[src/rtl/garage_door_plant.sv]
// Behavioural plant model of a motorised garage door.
// The controller drives raise/lower motor commands; the plant integrates them
// into a door position (one step every STEP_DIV clocks) and reports the limit
// switches. Asserting both commands together latches a FAULT, which only
// fault_clr releases. An obstruction stalls travel without leaving the motion
// state, so the step prescaler resumes exactly where it stopped.
module garage_door_plant #(
   parameter int TRAVEL    = 100,  // steps from fully closed to fully open, 1..255
   parameter int STEP_DIV  = 4,    // clock cycles per position step, 1..255
   parameter bit INIT_OPEN = 1'b0  // 1: door comes out of reset fully open
) (
   input  logic       clk,
   input  logic       rst,
   input  logic       up_m,
   input  logic       dn_m,
   input  logic       obstruct,
   input  logic       fault_clr,
   output logic       up_max,
   output logic       dn_max,
   output logic [7:0] pos,
   output logic       moving,
   output logic       fault
);

   typedef enum logic [1:0] {
      STOP  = 2'd0,
      RISE  = 2'd1,
      FALL  = 2'd2,
      FAULT = 2'd3
   } state_t;

   localparam logic [7:0] POS_MAX  = 8'(TRAVEL);
   localparam logic [7:0] PSC_LAST = 8'(STEP_DIV - 1);
   localparam logic [7:0] POS_RST  = INIT_OPEN ? POS_MAX : 8'd0;

   state_t     state;
   state_t     state_nxt;
   logic [7:0] pos_nxt;
   logic [7:0] psc;
   logic [7:0] psc_nxt;
   logic       both_m;
   logic       step_due;

   // Both motors energised at once is the illegal command that trips FAULT.
   assign both_m   = up_m & dn_m;
   // The prescaler has reached its last count: this cycle moves the door.
   assign step_due = (psc == PSC_LAST);

   // State register: FSM state, door position and step prescaler.
   // NOTE: sequential state is updated only with non-blocking assignments so
   // every register samples the pre-edge values of the others.
   always_ff @(posedge clk or negedge rst) begin
      if (!rst) begin
         state <= STOP;
         pos   <= POS_RST;
         psc   <= 8'd0;
      end else begin
         state <= state_nxt;
         pos   <= pos_nxt;
         psc   <= psc_nxt;
      end
   end

   // Next-state logic: transitions, position stepping and prescaler update.
   always_comb begin
      // NOTE: every target gets a default before the case, so no path can
      // leave a value unassigned and infer a latch.
      state_nxt = state;
      pos_nxt   = pos;
      psc_nxt   = psc;

      unique case (state)
         STOP: begin
            psc_nxt = 8'd0;
            if (both_m) begin
               state_nxt = FAULT;
            end else if (up_m && (pos < POS_MAX)) begin
               state_nxt = RISE;
            end else if (dn_m && (pos != 8'd0)) begin
               state_nxt = FALL;
            end
         end

         RISE: begin
            if (both_m) begin
               state_nxt = FAULT;
               psc_nxt   = 8'd0;
            end else if (!up_m) begin
               // Released, or reversed (dn_m alone): both park in STOP for one
               // cycle so a reversal restarts the prescaler from zero.
               state_nxt = STOP;
               psc_nxt   = 8'd0;
            end else if (obstruct) begin
               // Stalled: hold position and prescaler, stay in RISE.
               state_nxt = RISE;
            end else if (pos >= POS_MAX) begin
               // Already at the top; never step past the limit.
               state_nxt = STOP;
               psc_nxt   = 8'd0;
            end else if (step_due) begin
               pos_nxt = pos + 8'd1;
               psc_nxt = 8'd0;
               if (pos == (POS_MAX - 8'd1)) begin
                  state_nxt = STOP;
               end
            end else begin
               psc_nxt = psc + 8'd1;
            end
         end

         FALL: begin
            if (both_m) begin
               state_nxt = FAULT;
               psc_nxt   = 8'd0;
            end else if (!dn_m) begin
               // Released, or reversed (up_m alone): one STOP cycle first.
               state_nxt = STOP;
               psc_nxt   = 8'd0;
            end else if (obstruct) begin
               state_nxt = FALL;
            end else if (pos == 8'd0) begin
               // Already at the bottom; never wrap below zero.
               state_nxt = STOP;
               psc_nxt   = 8'd0;
            end else if (step_due) begin
               pos_nxt = pos - 8'd1;
               psc_nxt = 8'd0;
               if (pos == 8'd1) begin
                  state_nxt = STOP;
               end
            end else begin
               psc_nxt = psc + 8'd1;
            end
         end

         FAULT: begin
            // Sticky until an explicit clear that is not itself illegal.
            psc_nxt = 8'd0;
            if (fault_clr && !both_m) begin
               state_nxt = STOP;
            end
         end

         default: begin
            state_nxt = STOP;
            psc_nxt   = 8'd0;
         end
      endcase
   end

   // Output decode: status flags from the state, limit switches from pos.
   always_comb begin
      moving = (state == RISE) || (state == FALL);
      fault  = (state == FAULT);
      up_max = (pos == POS_MAX);
      dn_max = (pos == 8'd0);
   end

   // Position can never leave the physical travel range.
   a_pos_range: assert property (@(posedge clk) disable iff (!rst)
      pos <= POS_MAX);

   // The prescaler never counts past its last value.
   a_psc_range: assert property (@(posedge clk) disable iff (!rst)
      psc <= PSC_LAST);

   // Outside motion the prescaler is always parked at zero.
   a_psc_idle: assert property (@(posedge clk) disable iff (!rst)
      !moving |-> (psc == 8'd0));

endmodule

[config.mk]
export PLATFORM = sky130hd
export DESIGN_NAME = garage_door_plant
export DESIGN_NICKNAME = d
export VERILOG_FILES = /design/src/rtl/garage_door_plant.sv
export SDC_FILE = /design/constraint.sdc
export NUM_CORES = 1
export LEC_CHECK = 0
export BUFFER_PORTS_ARGS = -buffer_cell sky130_fd_sc_hd__buf_2
export CAP_MARGIN = 20
export CORE_ASPECT_RATIO = 1.5
export CORE_MARGIN = 2
export CORE_UTILIZATION = 60
export DETAILED_ROUTE_END_ITERATION = 8
export PLACE_DENSITY = 0.82
export SLEW_MARGIN = 20
export SYNTH_ARGS = -nofsm -noshare
export SYNTH_HDL_FRONTEND = slang
export SYNTH_SLANG_ARGS = --single-unit
[constraint.sdc]
create_clock -name clk -period 3.6 [get_ports clk]
set_input_delay 0.36 -clock clk [delete_from_list [all_inputs] [get_ports clk]]
set_output_delay 0.36 -clock clk [all_outputs]
set_load 0.05 [all_outputs]
==> run_results.csv <==
group,metric,value,unit
synthesis,yosysTopAreaCell,"dfrtp_1",
placement,gp_congestion,0.881,
detailed_routing,drc,0,
power_and_ir_drop,peakVddDrop,0.448,mV
timing,report.final.setup_viol,0,
floorplanning,die_height,64.1,um
synthesis,synth_seq_cells,18,
global_routing,grt-ovfl-total,0,
global_routing,grt_pass1_vias,1272,
setup_path,end_kind,"output pin",
cts,cts_resized,0,
global_routing,antenna_found_initial,0,
detailed_routing,drt_wl_total,3.28,mm
placement,hpwl,2.48,mm
synthesis,synthMuxAreaShare,2.77,%
synthesis,ys_seq_area_share,31.2,%
timing,fin_crit,2490,ps
cts,tritoncts,"done",
synthesis,yosysMostFrequentCell,"dfrtp_1",
cts,cts.clk_slew.worst_paths,120,ps
layout,nets,199,
placement,port_buffers,17,
setup_path,r2r-end,"pos[1]$_DFFE_PN0P_",
layout,drive_above_1_share,15.9,%
layout,syn_to_final_growth,9.53,%
timing,relSlewSlack,58.3,%
synthesis,synth_ff_type,"dfrtp_1",
floorplanning,pin_count,18,
synthesis,synthAdderAreaFrac,8.67,%
synthesis,yosys.area_share.simple,28.8,%
synthesis,synth_common_cells,"18 x dfrtp_1, 16 x nand2_1, 12 x nand3_1",
cts,holdBufCountCts,1,
timing,slew_violations,0,
detailed_routing,drt_first_pass_iters,4,
detailed_routing,drt_iter0_drc,50,
synthesis,synth_cells,167,
synthesis,synth_top_family_by_area,"simple AND/OR/NAND/NOR gates",
synthesis,syn-cell-area,1440,um2
setup_path,required,3240,ps
min_path,hold_path_depth,3,
power_and_ir_drop,p_leak,0.686,nW
power_and_ir_drop,pwr_density_cell,445,nW/um2
synthesis,synth_cell_types,42,
min_path,min_to,"state[0]$_DFFE_PN0P_",
timing,setup_tns,0,ps
detailed_routing,num_vias,1282,
timing,rsz0062_at_grt,"no",
setup_path,rr_worst_depth,7,
timing,final-hold-violation-count,0,
cts,insertion_delay,330,ps
setup_path,r2r-start,"state[0]$_DFFE_PN0P_",
timing,whs,460,ps
cts,root_buffer,"clkbuf_4",
setup_path,critPathKind,"reg2out",
synthesis,synth-edff-count,0,
setup_path,r2r_slack,1140,ps
timing,skew,8.38,ps
min_path,hp-start,"up_m",
power_and_ir_drop,power,0.704,mW
flow_run,drv_cap,0,
floorplanning,die_area,2820,um2
global_routing,grt_pass1_wl,5.49,mm
cts,cts-htree-levels,1,
synthesis,synthesis.nets,183,
floorplanning,start_util,63.9,%
cts,postCtsSetupBuffers,0,
synthesis,synth-xor-area-share,6.07,%
synthesis,syn_avg_cell_area,8.65,um2
status,outcome,"finished clean",
cts,cts_made_buffers,3,
detailed_routing,wl_per_cell,16.0,um
cts,cts_buffer_depth,2,
synthesis,synth-compound-area-share,17.9,%
setup_path,worst-endpoint-arrival,2130,ps
cts,cts.sinks,18,
detailed_routing,ant_nets,0,
global_routing,grt_usage,26.3,%
floorplanning,fp.dieW,44.1,um
timing,tightest_slew,617,ps
timing,finalCritPeriodShare,69.3,%
floorplanning,core,2260,um2
synthesis,synthTopCellsByArea,"dfrtp_1 31%, ha_1 8.7%, xnor2_1 6.1%",
global_routing,grt_start_max_net_pins,20,
layout,antenna_cells,0,
synthesis,synthArstFlopShare,100,%
setup_path,crit_fanout,7,
min_path,hold_class,"in2reg",
synthesis,yosysWarningCount,0,
synthesis,yosysTopAreaCellShare,31.2,%
detailed_routing,vias_per_cell,6.25,
setup_path,start_kind,"flip-flop",
timing,clock.fmax,401,MHz
floorplanning,rows,21,
==> worst max-delay path by stage <==
stage | startpoint | to | slack, ps | cells past startpoint
2_1_floorplan | pos[1]$_DFFE_PN0P_ | pos[3]$_DFFE_PN0P_ | 820 | 7
3_3_place_gp | state[0]$_DFFE_PN0P_ | pos[7]$_DFFE_PN0P_ | 1310 | 7
3_5_place_dp | state[0]$_DFFE_PN0P_ | pos[1]$_DFFE_PN0P_ | 1170 | 7
4_1_cts | pos[1]$_DFFE_PN0P_ | dn_max | 1130 | 5
5_1_grt | state[0]$_DFFE_PN0P_ | psc[2]$_DFFE_PN0P_ | 880 | 6
6_report | pos[1]$_DFFE_PN0P_ | dn_max | 1110 | 5
==> per-layer routing <==
metal,global-route usage (%),routed length [um]
met1,25.7,1220
met2,50.9,1870
met3,4.24,122
met4,10.6,62
met5,0,0
==> critical path: stages (launching register included) <==
cell and delay (ps):
dfrtp_1 470, inv_1 110, ha_1 210, or4b_1 490
nor3_2 230, buf_2 300
==> cells in the final DEF, fill, tap and decap left out, types with 3 or more instances in the layout <==
cell type,netlist,routed
dfrtp_1,18,18
nand3_1,12,12
xnor2_1,10,10
ha_1,10,10
nor4b_1,3,3
o21ai_0,10,10
inv_1,10,10
nand2b_1,4,4
mux2i_1,4,4
a21oi_1,5,5
nand2_1,16,16
buf_2,0,17
o21ai_1,4,4
nor2_1,8,8
nor3_1,4,4
clkbuf_4,0,3
nor2b_1,5,5
==> metrics by stage <==
step,util (%),cell area (um2),setup WS [ps],std cells
final,70.0,1580,1110,205
after global routing,70.0,1580,877,205
after CTS,70.0,1580,1130,205
after detailed placement,67.9,1540,1170,200
after global placement,67.9,1540,1310,200
after floorplan,-,1440,817,167
==> state kept, by name, indices dropped and copies added (netlist names) <==
signal,count
pos,8
psc,8
state,2
==> power by group <==
group | internal [mW] | total, mW | switching [mW]
clock network | 0.0621 | 0.137 | 0.0749
registers | 0.218 | 0.234 | 0.0161
logic | 0.110 | 0.333 | 0.223
==> cell type report <==
class                      instances  area [um2]
inverter                          10        37.5
fill                             191         678
timing repair buffer              19         103
tap                               23        28.8
multi-input combinational        131         926
sequential                        18         450
clock buffer                       4        36.3
==> cell families (layout without fill, tap and decap cells) <==
logic type / Yosys count / in the layout
AND/OR/NAND/NOR: 70 / 70
multiplexers: 4 / 4
AO/OA/AOI/OAI: 37 / 37
buffers and inverters: 18 / 33
adder cells (fa/ha/maj): 10 / 10
flip-flops: 18 / 18
XOR/XNOR: 10 / 10
No activity file was read; power rests on OpenSTA's default activity.
